### config.mk
export PLATFORM = sky130hd
export DESIGN_NAME = systolic_feeder_flat
export DESIGN_NICKNAME = d
export VERILOG_FILES = /design/src/rtl/systolic_pkg.sv /design/src/rtl/systolic_feeder_if.sv /design/src/rtl/skew_line.sv /design/src/rtl/systolic_feeder.sv /design/src/flat_wrapper.sv
export SDC_FILE = /design/constraint.sdc
export NUM_CORES = 1
export LEC_CHECK = 0
export BUFFER_PORTS_ARGS = -buffer_cell sky130_fd_sc_hd__buf_2
export CORE_MARGIN = 10
export CORE_UTILIZATION = 43
export CTS_BUF_LIST = sky130_fd_sc_hd__clkbuf_2 sky130_fd_sc_hd__clkbuf_4 sky130_fd_sc_hd__clkbuf_8
export CTS_CLUSTER_DIAMETER = 60
export CTS_CLUSTER_SIZE = 24
export DETAILED_ROUTE_END_ITERATION = 12
export GPL_ROUTABILITY_DRIVEN = 0
export PLACE_DENSITY = 0.7
export SETUP_SLACK_MARGIN = 0.3
export SLEW_MARGIN = 10
export SYNTH_ARGS = -nofsm -noshare
export SYNTH_HDL_FRONTEND = slang
export SYNTH_HIERARCHICAL = 1
export SYNTH_SLANG_ARGS = --single-unit
export TNS_END_PERCENT = 1
### constraint.sdc
create_clock -name clk -period 2.85 [get_ports clk]
set_clock_uncertainty 0.1 [all_clocks]
set_input_delay 0.4275 -clock clk [delete_from_list [all_inputs] [get_ports clk]]
set_output_delay 0.4275 -clock clk [all_outputs]
set_load 0.05 [all_outputs]
### src/rtl/systolic_pkg.sv
// ----------------------------------------------------------------------------
// systolic_pkg
// Definitions shared by the systolic feeder, its delay lines, the PE array
// and the bench.
//   DATA_W           operand width carried on every edge lane
//   ACC_W            PE accumulator width
//   feeder_state_t   feeder FSM states
//   tileDoneLatency  cycles from the cycle holding an accepted start to the
//                    cycle holding tile_done
// ----------------------------------------------------------------------------
package systolic_pkg;

    localparam int DATA_W = 8;
    localparam int ACC_W  = 32;

    typedef enum logic [2:0] {
        S_IDLE,
        S_CLEAR,
        S_FEED,
        S_FLUSH,
        S_DRAIN,
        S_DONE
    } feeder_state_t;

    // Each state lasts a whole number of cycles:
    // CLEAR(1) + FEED(k) + FLUSH(rows+cols) + DRAIN(drain) + DONE(1).
    // An empty tile skips straight from CLEAR to DONE.
    // k must already be clamped to the buffer depth.
    function automatic int tileDoneLatency(input int k, input int rows,
                                           input int cols, input int drain);
        return (k == 0) ? 2 : (2 + k + rows + cols + drain);
    endfunction

endpackage

### src/rtl/systolic_feeder_if.sv
// ----------------------------------------------------------------------------
// systolic_feeder_if
// Bundles the tile request/status handshake, the A/B operand buffer read
// ports and the west/north array edges of the systolic feeder.
//   master : the feeder side (issues buffer reads, drives the array edges)
//   slave  : the environment (requests tiles, returns buffer data)
// ----------------------------------------------------------------------------
interface systolic_feeder_if #(
    parameter int ROWS = 4,
    parameter int COLS = 4,
    parameter int AW   = 8
);
    logic                 start;
    logic [AW:0]          k_len;
    logic                 a_rd_en;
    logic [AW-1:0]        a_rd_addr;
    logic [ROWS*8-1:0]    a_rd_data;
    logic                 b_rd_en;
    logic [AW-1:0]        b_rd_addr;
    logic [COLS*8-1:0]    b_rd_data;
    logic [ROWS*8-1:0]    west_out;
    logic [COLS*8-1:0]    north_out;
    logic                 pe_clear;
    logic                 busy;
    logic                 tile_done;

    modport master (
        input  start, k_len, a_rd_data, b_rd_data,
        output a_rd_en, a_rd_addr, b_rd_en, b_rd_addr,
               west_out, north_out, pe_clear, busy, tile_done
    );

    modport slave (
        output start, k_len, a_rd_data, b_rd_data,
        input  a_rd_en, a_rd_addr, b_rd_en, b_rd_addr,
               west_out, north_out, pe_clear, busy, tile_done
    );
endinterface

### src/rtl/skew_line.sv
// ----------------------------------------------------------------------------
// skew_line
// DEPTH-stage delay line for one array edge lane. Slots whose valid bit is
// low inject zero, so the array only ever sees real operands or zeros.
//   clk, rst_n : clock, asynchronous active-low reset
//   i_vld      : i_data holds a real operand this cycle
//   i_data     : operand byte from the buffer
//   o_data     : operand byte delayed by DEPTH cycles (last stage is the
//                lane's output register)
// ----------------------------------------------------------------------------
module skew_line
    import systolic_pkg::*;
#(
    parameter int DEPTH = 1
) (
    input  logic              clk,
    input  logic              rst_n,
    input  logic              i_vld,
    input  logic [DATA_W-1:0] i_data,
    output logic [DATA_W-1:0] o_data
);

    logic [DATA_W-1:0] r_pipe [DEPTH];

    always_ff @(posedge clk or negedge rst_n) begin
        if (!rst_n) begin
            for (int i = 0; i < DEPTH; i++) begin
                r_pipe[i] <= '0;
            end
        end else begin
            r_pipe[0] <= i_vld ? i_data : '0;
            for (int i = 1; i < DEPTH; i++) begin
                r_pipe[i] <= r_pipe[i-1];
            end
        end
    end

    assign o_data = r_pipe[DEPTH-1];

endmodule

### src/rtl/systolic_feeder.sv
// ----------------------------------------------------------------------------
// systolic_feeder
// Edge driver for the output-stationary PE array. On start it clears the
// array, reads K operand words from the A and B buffers, skews them onto the
// west and north edges, flushes zeros through the array, waits for the corner
// accumulator to settle and pulses tile_done.
//   clk, rst_n : clock, asynchronous active-low reset
//   bus        : systolic_feeder_if master (start/k_len request, busy,
//                tile_done, A/B buffer read ports, west/north edges,
//                pe_clear)
// ----------------------------------------------------------------------------
module systolic_feeder
    import systolic_pkg::*;
#(
    parameter int ROWS  = 4,
    parameter int COLS  = 4,
    parameter int AW    = 8,
    parameter int DRAIN = 3
) (
    input  logic               clk,
    input  logic               rst_n,
    systolic_feeder_if.master  bus
);

    localparam int FLUSH_LEN = ROWS + COLS;
    localparam int K_MAX_I   = 1 << AW;
    localparam int MAX_CNT   = (K_MAX_I > FLUSH_LEN)
                             ? ((K_MAX_I > DRAIN) ? K_MAX_I : DRAIN)
                             : ((FLUSH_LEN > DRAIN) ? FLUSH_LEN : DRAIN);
    localparam int CNT_W     = $clog2(MAX_CNT + 1);

    localparam logic [AW:0]      K_MAX      = {1'b1, {AW{1'b0}}};
    localparam logic [AW:0]      K_ONE      = {{AW{1'b0}}, 1'b1};
    localparam logic [CNT_W-1:0] CNT_ONE    = CNT_W'(1);
    localparam logic [CNT_W-1:0] FLUSH_LAST = CNT_W'(FLUSH_LEN - 1);
    localparam logic [CNT_W-1:0] DRAIN_LAST = CNT_W'((DRAIN > 0) ? DRAIN - 1 : 0);

    feeder_state_t    r_state;
    feeder_state_t    w_nextState;
    logic [AW:0]      r_kLen;
    logic [AW:0]      w_kClamp;
    logic [AW:0]      w_kLastWide;
    logic [CNT_W-1:0] w_kLast;
    logic [CNT_W-1:0] r_cnt;
    logic [CNT_W-1:0] w_nextCnt;
    logic             w_rdEn;
    logic             w_clear;
    logic             w_done;
    logic             r_aVld;
    logic             r_bVld;

    logic [ROWS*DATA_W-1:0] w_west;
    logic [COLS*DATA_W-1:0] w_north;

    // Requests deeper than the buffer are clamped to the buffer depth.
    assign w_kClamp    = (bus.k_len > K_MAX) ? K_MAX : bus.k_len;
    assign w_kLastWide = r_kLen - K_ONE;
    assign w_kLast     = CNT_W'(w_kLastWide);

    always_ff @(posedge clk or negedge rst_n) begin
        if (!rst_n) begin
            r_state <= S_IDLE;
            r_cnt   <= '0;
            r_kLen  <= '0;
            r_aVld  <= 1'b0;
            r_bVld  <= 1'b0;
        end else begin
            r_state <= w_nextState;
            r_cnt   <= w_nextCnt;
            if (r_state == S_IDLE && bus.start) begin
                r_kLen <= w_kClamp;
            end
            // Buffer data lags its strobe by one cycle; so does its valid bit.
            r_aVld <= w_rdEn;
            r_bVld <= w_rdEn;
        end
    end

    // One shared counter times FEED, FLUSH and DRAIN; it is zero on entry
    // to each of them.
    always_comb begin
        w_nextState = r_state;
        w_nextCnt   = r_cnt;
        w_rdEn      = 1'b0;
        w_clear     = 1'b0;
        w_done      = 1'b0;
        case (r_state)
            S_IDLE: begin
                w_nextCnt = '0;
                if (bus.start) begin
                    w_nextState = S_CLEAR;
                end
            end
            S_CLEAR: begin
                w_clear     = 1'b1;
                w_nextCnt   = '0;
                w_nextState = (r_kLen == '0) ? S_DONE : S_FEED;
            end
            S_FEED: begin
                w_rdEn = 1'b1;
                if (r_cnt == w_kLast) begin
                    w_nextCnt   = '0;
                    w_nextState = S_FLUSH;
                end else begin
                    w_nextCnt = r_cnt + CNT_ONE;
                end
            end
            S_FLUSH: begin
                if (r_cnt == FLUSH_LAST) begin
                    w_nextCnt   = '0;
                    w_nextState = (DRAIN > 0) ? S_DRAIN : S_DONE;
                end else begin
                    w_nextCnt = r_cnt + CNT_ONE;
                end
            end
            S_DRAIN: begin
                if (r_cnt == DRAIN_LAST) begin
                    w_nextCnt   = '0;
                    w_nextState = S_DONE;
                end else begin
                    w_nextCnt = r_cnt + CNT_ONE;
                end
            end
            S_DONE: begin
                w_done      = 1'b1;
                w_nextCnt   = '0;
                w_nextState = S_IDLE;
            end
            default: begin
                w_nextCnt   = '0;
                w_nextState = S_IDLE;
            end
        endcase
    end

    // Lane r of each edge is r+1 deep, producing the diagonal wavefront.
    for (genvar r = 0; r < ROWS; r++) begin : g_west
        skew_line #(.DEPTH(r + 1)) u_west (
            .clk    (clk),
            .rst_n  (rst_n),
            .i_vld  (r_aVld),
            .i_data (bus.a_rd_data[r*DATA_W +: DATA_W]),
            .o_data (w_west[r*DATA_W +: DATA_W])
        );
    end

    for (genvar c = 0; c < COLS; c++) begin : g_north
        skew_line #(.DEPTH(c + 1)) u_north (
            .clk    (clk),
            .rst_n  (rst_n),
            .i_vld  (r_bVld),
            .i_data (bus.b_rd_data[c*DATA_W +: DATA_W]),
            .o_data (w_north[c*DATA_W +: DATA_W])
        );
    end

    assign bus.a_rd_en   = w_rdEn;
    assign bus.b_rd_en   = w_rdEn;
    assign bus.a_rd_addr = r_cnt[AW-1:0];
    assign bus.b_rd_addr = r_cnt[AW-1:0];
    assign bus.west_out  = w_west;
    assign bus.north_out = w_north;
    assign bus.pe_clear  = w_clear;
    assign bus.tile_done = w_done;
    assign bus.busy      = (r_state != S_IDLE);

endmodule

### src/flat_wrapper.sv
// flat-port wrapper written by rule: the top's interface ports become plain ports
module systolic_feeder_flat import systolic_pkg::*;
#(
    parameter int ROWS  = 4,
    parameter int COLS  = 4,
    parameter int AW    = 8,
    parameter int DRAIN = 3
)
  (clk, rst_n, bus_start, bus_k_len, bus_a_rd_data, bus_b_rd_data, bus_a_rd_en, bus_a_rd_addr, bus_b_rd_en, bus_b_rd_addr, bus_west_out, bus_north_out, bus_pe_clear, bus_busy, bus_tile_done);
  systolic_feeder_if #(.ROWS(ROWS), .COLS(COLS), .AW(AW)) bus_i ();
  input  logic clk;
  input  logic rst_n;
  input wire logic [$bits(bus_i.start)-1:0] bus_start;
  input wire logic [$bits(bus_i.k_len)-1:0] bus_k_len;
  input wire logic [$bits(bus_i.a_rd_data)-1:0] bus_a_rd_data;
  input wire logic [$bits(bus_i.b_rd_data)-1:0] bus_b_rd_data;
  output wire logic [$bits(bus_i.a_rd_en)-1:0] bus_a_rd_en;
  output wire logic [$bits(bus_i.a_rd_addr)-1:0] bus_a_rd_addr;
  output wire logic [$bits(bus_i.b_rd_en)-1:0] bus_b_rd_en;
  output wire logic [$bits(bus_i.b_rd_addr)-1:0] bus_b_rd_addr;
  output wire logic [$bits(bus_i.west_out)-1:0] bus_west_out;
  output wire logic [$bits(bus_i.north_out)-1:0] bus_north_out;
  output wire logic [$bits(bus_i.pe_clear)-1:0] bus_pe_clear;
  output wire logic [$bits(bus_i.busy)-1:0] bus_busy;
  output wire logic [$bits(bus_i.tile_done)-1:0] bus_tile_done;
  assign bus_i.start = bus_start;
  assign bus_i.k_len = bus_k_len;
  assign bus_i.a_rd_data = bus_a_rd_data;
  assign bus_i.b_rd_data = bus_b_rd_data;
  assign bus_a_rd_en = bus_i.a_rd_en;
  assign bus_a_rd_addr = bus_i.a_rd_addr;
  assign bus_b_rd_en = bus_i.b_rd_en;
  assign bus_b_rd_addr = bus_i.b_rd_addr;
  assign bus_west_out = bus_i.west_out;
  assign bus_north_out = bus_i.north_out;
  assign bus_pe_clear = bus_i.pe_clear;
  assign bus_busy = bus_i.busy;
  assign bus_tile_done = bus_i.tile_done;
  systolic_feeder #(.ROWS(ROWS), .COLS(COLS), .AW(AW), .DRAIN(DRAIN)) u_core (.clk(clk), .rst_n(rst_n), .bus(bus_i));
endmodule
# Word-level counts from Yosys, hierarchy flattened

Cells that the tools add are included.

Word-level logic and storage cells: 66
Output and inout bits: 85
Flip-flop bits (word level): 182

$add $sub $neg: 2
Equality and inequality tests: 12
$lt $le $gt $ge: 1
Muxes and demuxes: 22
Reductions and logical operators: 5

Operator list:

| cell                  | number |
|---|---|
| $mux W8               | 8 |
| $mux W9               | 4 |
| $pmux W9 S3           | 1 |
| $mux W3               | 5 |
| $pmux W3 S5           | 1 |
| $add A9 B1 Y9 const B | 1 |
| $eq A9 B2 Y1 const B  | 1 |
| $eq A9 B3 Y1 const B  | 1 |
| $eq A9 B9 Y1          | 1 |
| $gt A9 B9 Y1 const B  | 1 |
| $logic_not A9 Y1      | 1 |
| $sub A9 B1 Y9 const B | 1 |
| $eq A3 B2 Y1 const B  | 2 |
| $eq A3 B3 Y1 const B  | 2 |
| $ne A2 B1 Y1 const B  | 3 |
| $reduce_and A4 Y1     | 1 |
| $eq A3 B1 Y1 const B  | 1 |
| $logic_not A3 Y1      | 1 |
| $mux W1               | 3 |
| $reduce_bool A3 Y1    | 1 |
| $ne A2 B2 Y1 const B  | 1 |
| $logic_and A1 B1 Y1   | 1 |

# Longest topological paths before layout

Gate-level depths: netlist of run 1.

Depth after elaboration: 4
Gate-level depth with buffers: 7

# Cells and area by module

The synthesis of run 1 kept the hierarchy.

By module, submodules not included:

| module                                    | cells each | instances | area each (um2) |
|---|---|---|---|
| skew_line (u_core.g_north[3].u_north ...) | 48         | 2         | 910.9 |
| systolic_feeder                           | 168        | 1         | 1534.0 |
| skew_line (u_core.g_north[2].u_north ...) | 40         | 2         | 710.7 |
| skew_line (u_core.g_north[1].u_north ...) | 32         | 2         | 510.5 |
| skew_line (u_core.g_north[0].u_north ...) | 16         | 2         | 250.2 |

# Least setup slack after synthesis of run 1

OpenSTA, ideal clock, no wires.

Kind: reg2out
Start point: reg u_core.r_state[1]
End point: out bus_b_rd_en
Stages on the path, launching flop included: 4
Arrival: 1.913 ns
Setup slack: 0.410 ns
Cells stage by stage: dfrtp_1 nor2b_1 nor2b_1 buf_4

Longest elaborated chain between the ends: 2

RTL lines:

| what                   | RTL line              | source |
|---|---|---|
| start, declared        | systolic_feeder.sv:38 | `feeder_state_t r_state;` |
| start signal, assigned | systolic_feeder.sv:68 | `r_state <= w_nextState;` |
| $eq A3 B2 Y1           | systolic_feeder.sv:87 | `case (r_state)` |
| $mux W1                | systolic_feeder.sv:87 |  |
| end, declared          | flat_wrapper.sv:19    | `output wire logic [$bits(bus_i.b_rd_en)-1:0] bus_b_rd_en;` |

Every way passes these cells.

# Final worst setup path of run 1

Start point: reg u_core.r_kLen[0]
End point: reg u_core.r_cnt[1]

Longest elaborated chain between the ends: 4

RTL lines:

| what                    | RTL line               | source |
|---|---|---|
| start, declared         | systolic_feeder.sv:40  | `logic [AW:0] r_kLen;` |
| start signal, assigned  | systolic_feeder.sv:71  | `r_kLen <= w_kClamp;` |
| $sub A9 B1 Y9           | systolic_feeder.sv:57  | `assign w_kLastWide = r_kLen - K_ONE;` |
| $eq A9 B9 Y1            | systolic_feeder.sv:101 | `if (r_cnt == w_kLast) begin` |
| $mux W9                 | systolic_feeder.sv:101 |  |
| $pmux W9 S3             | systolic_feeder.sv:87  |  |
| net u_core.w_nextCnt[1] | systolic_feeder.sv:45  | `logic [CNT_W-1:0] w_nextCnt;` |
| end signal, assigned    | systolic_feeder.sv:69  | `r_cnt <= w_nextCnt;` |
| end, declared           | systolic_feeder.sv:44  | `logic [CNT_W-1:0] r_cnt;` |

The timed path passes the listed nets, and every way through them passes these cells.
A chain may end at the register's enable or synchronous reset.

==> flow_metrics.tcl, run 1 <==
set metrics [dict create \
    dp_hpwl_um 8324 \
    synth_nets 519 \
    post-place-ws_ps 395.5 \
    critPathKind "flop to flop" \
    io_pins 161 \
    drt-pass1-iter-count 4 \
    crit_arrival_ps 2590 \
    cts_max_level 4 \
    drv_slew 0 \
    area_growth_pct 15.99 \
    vias_per_cell 4.451 \
    stdcell_area_um2 7306 \
    dpl_cell_area_um2 6880 \
    grt_pass1_wl_um 18820 \
    setup_viol 0 \
    clk_pin_slew_ps 90 \
    grt_max_degree 65 \
    drt_iter0_markers 133 \
    core-area_um2 14420 \
    cts_resized 0 \
    layout_commonest_cell "dfrtp_1" \
    p_leak_nw 3.947 \
    power.internal_mw 4.638 \
    start_util_pct 43.67 \
    fin_crit_sh_pct 84.10 \
    setup_tns_ps 0 \
    hold_slack_ps 88.32 \
    clock-sinks 182 \
    yosysUniqueCellTypes 40 \
    layout_setup_ws_ps 453.1 \
    nets 633 \
    worstSetupEndpointType "flop" \
    status "finished, final reports clean" \
    synth.cell_area_um2 6299 \
    seqPwrFrac_pct 45.9 \
    fmax_mhz 417.2 \
    hold_path.class "input pin to flop" \
    dieHeight_um 141.0 \
    power.switching_mw 2.809 \
    antenna_found_initial 4 \
    place_inst 718 \
    p_clk_share_pct 23.9 \
    drc 0 \
    syn_avg_cell_area_um2 14.31 \
    fin_util_pct 50.65 \
    worst_ep_required_time_ps 3040 \
    vias 3347 \
    grt_setup_unrepaired "false" \
    rows 44 \
    max_slew.worst_pin.slew_ps 587.4 \
    ys_seq_elements 182 \
    cts_setup_buffers 0 \
    cts_tree "built" \
    power_density_nw_per_um2 1019 \
    clockBufferDepth 2 \
    numCtsBuffers 17 \
    hold_viol_final 0 \
    ys.warnings.count 6 \
    grt_use_total_pct 11.96 \
    p_comb_share_pct 30.2 \
    layout_common_cells "dfrtp_1, buf_2, and2_1" \
    drive_gt1_share_pct 36.16 \
    swShare_pct 37.72 \
    power_mw 7.448 \
    fin_crit_ps 2397 \
    fin_cells 752 \
    portBuffers 160 \
    grt_pass1_vias 3724 \
    crit_fanout 9 \
    startpoint_type "flop" \
    max-cap-violations 0 \
    insertion_delay_ps 440 \
    die_x_um 141.0 \
    peakVddDrop_mv 0.4887 \
    routedWlPerCell_um 15.20 \
    syn_inst 440 \
    wl_um 11430 \
    relSlewSlack_pct 60.71 \
    dieArea_um2 19890 \
    overflow 0 \
    synth_sequential_area_ratio_pct 72.31 \
    final_antenna_net_count 0 \
    root_buffer "clkbuf_8" \
]
## worst paths after layout
| check | startpoint | endpoint | slack, ps | cells past startpoint |
|---|---|---|---|---|
| min in group asynchronous | rst_n | u_core/g_north[1].u_north/r_pipe[14] | 440 | 2 |
| setup / recovery | u_core/r_kLen[0] | u_core/r_cnt[1] | 450 | 7 |
| max in group asynchronous | rst_n | u_core/g_west[3].u_west/r_pipe[17] | 1490 | 3 |
| setup reg to reg | u_core/r_kLen[0] | u_core/r_cnt[1] | 450 | 7 |
| hold reg to reg | u_core/g_north[3].u_north/r_pipe[27] | u_core/g_north[3].u_north/r_pipe[19] | 240 | 0 |
| hold / removal | bus_b_rd_data[28] | u_core/g_north[3].u_north/r_pipe[28] | 90 | 2 |
## metal layers
metal	global-route usage, %	routed length, um
met1	12.85	4417
met4	5.054	145
met5	0	41
met3	8.566	1626
met2	17.66	5199
## critical path, stage by stage, from the launching register on
cell and delay (ps):
dfrtp_1 450, inv_1 80, ha_1 230, or4b_1 480, nor2_1 140, xnor2_1 130
o41ai_4 500, a21oi_1 140
## cell families (layout without fill, tap and decap cells)
kind of cell | Yosys count | in the layout | share of synthesized area, %
other cells | 0 | 1 | 0
flops | 182 | 182 | 72.31
xor+xnor | 18 | 18 | 2.503
mux | 1 | 1 | 0.1788
fa+ha+maj | 3 | 3 | 0.5960
buf+inv | 77 | 204 | 8.582
compound gates | 35 | 35 | 4.212
simple gates | 124 | 124 | 11.62
## sequential cells by signal (all words and copies together), names as in the netlist
name / cells
u_core/g_north.u_north/o_data: 32
u_core/g_north.u_north/r_pipe: 48
u_core/g_west.u_west/o_data: 32
u_core/g_west.u_west/r_pipe: 48
u_core/r_bVld: 1
u_core/r_cnt: 9
u_core/r_kLen: 9
u_core/r_state: 3
## synth_stat cells
master     count  area (um2)
buf_6          1       11.26
o21a_1         1       7.510
nor3_1         6       30.03
o41ai_4        1       27.53
o21ba_2        1       10.01
or4b_1         1       10.01
or3_4          1       11.26
and4_1         1       8.760
inv_1          6       22.52
a221oi_1       1       8.760
nor3b_2        1       12.51
xor2_1         7       61.31
ha_1           3       37.54
buf_4         65       488.0
o2111ai_1      1       8.760
or2_2          2       12.51
dfrtp_1      182        4554
nand4_1        1       6.260
o211a_1        2       20.02
xnor2_1       11       96.34
and3_1         1       6.260
a21o_1         1       7.510
a211oi_1       1       7.510
nor2_1         8       30.03
a2111oi_4      1       27.53
and2_1        66       412.9
o31a_1         1       8.760
nor2b_1        5       31.28
o211ai_1       2       15.01
o21ai_0       11       55.05
nand2b_1      10       62.56
nor4_1         1       6.260
a21oi_1       10       50.05
nand2_1       13       48.80
clkbuf_1       5       18.77
nand3_1        4       20.02
nor3b_1        1       7.510
mux2_2         1       11.26
o41a_1         1       11.26
nand3b_1       2       15.01
## timing repair
action / 4_1_cts / 5_1_grt
hold buffers: 1 / 0
endpoints found under the setup margin: 0 / 9
endpoints found under the hold margin: 59 / 0
## final cells by class
class / count / area [um2]
fillers: 1260 / 7118
flip-flops and latches: 182 / 4554
multi-input cells: 181 / 1204
repair buffers: 166 / 879.6
clock buffers: 19 / 255.2
well taps: 184 / 230.2
clock inverters: 13 / 157.7
inverters: 6 / 22.52
diodes: 1 / 2.502
## power by group through the flow
stage	logic (mW)	registers, mW	clock network [mW]
CTS	2.29	3.43	1.84
global route	2.43	3.49	1.95
detailed placement	2.29	3.48	0
floorplan	1.77	3.61	0
finish	2.25	3.42	1.78
global placement	2.24	3.44	0
Power figures use the tool's default switching activity.
==> run 2: changes to the inputs <==
- ABC_AREA: default -> 1
- clock period: 2.85 -> 2.45 ns (I/O delays scaled with it)
==> flow_metrics.tcl, run 2 <==
set metrics [dict create \
    numCtsBuffers 17 \
    holdPathEnd "u_core/g_west[0].u_west/o_data[7]" \
    synth_ff_type "dfrtp_1" \
    fin_crit_ps 2077 \
    grt_setup_unrepaired "true" \
    worstSetupEndpointType "output pin" \
    hold_viol_final 0 \
    fin_crit_sh_pct 84.76 \
    grt_use_total_pct 13.27 \
    reg2reg_to "u_core/r_state[1]" \
    critPathKind "flop to output pin" \
    clockBufferDepth 2 \
    power_mw 8.850 \
    vias 4119 \
    ff2ff_setup_slack_ps 540 \
    dieArea_um2 20570 \
    drt-pass1-iter-count 4 \
    fmax_mhz 481.6 \
    yosys.area.top_type "dfrtp_1" \
    yosysMostFrequentCell "dfrtp_1" \
    max-cap-violations 0 \
    overflow 0 \
    io_pins 161 \
    dp_hpwl_um 9330 \
    min_from "bus_a_rd_data[7]" \
    synth_sequential_area_ratio_pct 69.52 \
    grt_pass1_wl_um 21280 \
    clk_pin_slew_ps 100 \
    synth_top_area_share_pct 69.52 \
    multi_input_area_um2 1092 \
    drv_slew 0 \
    crit_arrival_ps 1610 \
    crit_fanout 7 \
    cts_max_level 4 \
    core-area_um2 15090 \
    syn_avg_cell_area_um2 11.55 \
    start_util_pct 43.42 \
    reg2reg_from "u_core/r_kLen[0]" \
    final_antenna_net_count 0 \
    area_growth_pct 23.11 \
    drc 0 \
    portBuffers 160 \
    cts_tree "built" \
    layout_common_cells "dfrtp_1, buf_2, nand2_1" \
    rows 45 \
    hold_depth 3 \
    drt_iter0_markers 189 \
    synth-edff-count 0 \
    dieHeight_um 143.4 \
    rr_worst_depth 14 \
    max_slew.worst_pin.slew_ps 592.6 \
    wl_um 13550 \
    die_x_um 143.4 \
    ys.warnings.count 6 \
    worst_ep_required_time_ps 1980 \
    status "finished, final reports clean" \
    antenna_found_initial 0 \
    setup_viol 0 \
    power_density_nw_per_um2 1097 \
    root_buffer "clkbuf_8" \
    relSlewSlack_pct 60.49 \
    startpoint_type "flop" \
    peakVddDrop_mv 0.6953 \
    clock-sinks 182 \
    ys_seq_elements 182 \
    async_reset_ff_share_pct 100.0 \
    synth.cell_area_um2 6551 \
    fillers 1285 \
    yosysUniqueCellTypes 30 \
    vias_per_cell 4.410 \
    hold_path.class "input pin to flop" \
    drive_gt1_share_pct 31.09 \
    synth_area_leaders "dfrtp_1, buf_4, nand2_1" \
    layout_commonest_cell "dfrtp_1" \
    routedWlPerCell_um 14.50 \
    insertion_delay_ps 440 \
    final-seq-area_um2 4556 \
    syn_inst 567 \
    grt_max_degree 55 \
    yosys-top-cells-count "dfrtp_1, nand2_1, inv_1" \
    nets 809 \
    reg_top3 "u_core/g_north.u_north/r_pipe: 48 flops, u_core/g_west.u_west/r_pipe: 48 flops" \
    setup_tns_ps 0 \
    grt_pass1_vias 4364 \
    synth_nets 646 \
    p_leak_nw 4.793 \
]
-- run 2: worst max-delay path by stage --
stage,start,endpoint,cells after the start
floorplan,u_core/r_state[2],bus_b_rd_en,2
detailed placement,u_core/r_kLen[0],u_core/r_state[1],14
finish,u_core/r_state[2],bus_pe_clear,2
global route,u_core/r_state[2],bus_tile_done,3
global placement,u_core/r_kLen[0],u_core/r_state[1],14
CTS,u_core/r_state[2],bus_a_rd_en,2
-- run 2: worst max-delay path, stage by stage (launching register included) --
cell and delay, ps:
dfrtp_1 500, nor3_2 330, buf_2 330
-- run 2: routing by layer --
layer  wire length, um  track usage (%)
met5                 0                0
met4               210            5.750
met3               879            5.182
met2              7251            22.95
met1              5205            14.08
-- run 2: report_power, final --
part	leakage (nW)	switching [mW]	internal [mW]	total [mW]
Combinational	2.13	2.14	0.809	2.95
Sequential	2.47	0.358	3.65	4.01
Clock	0.189	1.02	0.872	1.89
-- run 2: per-stage QoR --
stage	instance area [um2]	setup WS [ps]	util (%)	hold WS, ps	std cells
floorplan	6556	314.0	-	-28.09	567
global placement	7132	523.3	47.26	213.6	845
detailed placement	7132	446.6	47.26	215.4	845
CTS	8030	238.3	53.22	2.898	928
global route	8058	258.4	53.40	3.916	931
finish	8065	373.4	53.45	38.37	934
-- run 2: kinds of logic (layout without fill, tap and decap cells) --
group	after synthesis	count (layout)	share of synthesized area, %
buffers and inverters	173	349	14.02
other	0	3	0
adder cells (fa/ha/maj)	3	3	0.5730
AO/OA/AOI/OAI	25	25	2.330
flip-flops	182	182	69.52
XOR/XNOR	12	12	1.604
AND/OR/NAND/NOR	172	172	11.96
-- run 2: layout make-up --
class / instances / area share, %
inverter: 96 / 4.468
tap: 188 / 2.917
antenna: 3 / 0.09308
sequential: 182 / 56.48
clock inverter: 11 / 1.427
timing repair buffer: 221 / 17.79
clock buffer: 21 / 3.273
multi-input combinational: 212 / 13.54
-- run 2: repair_timing --
action | 4_1_cts | 5_1_grt
pin swaps | 0 | 1
endpoints found under the hold margin | 92 | 0
hold buffers | 51 | 0
gates resized for setup | 2 | 3
buffers inserted | 0 | 3
setup endpoints to repair | 2 | 10
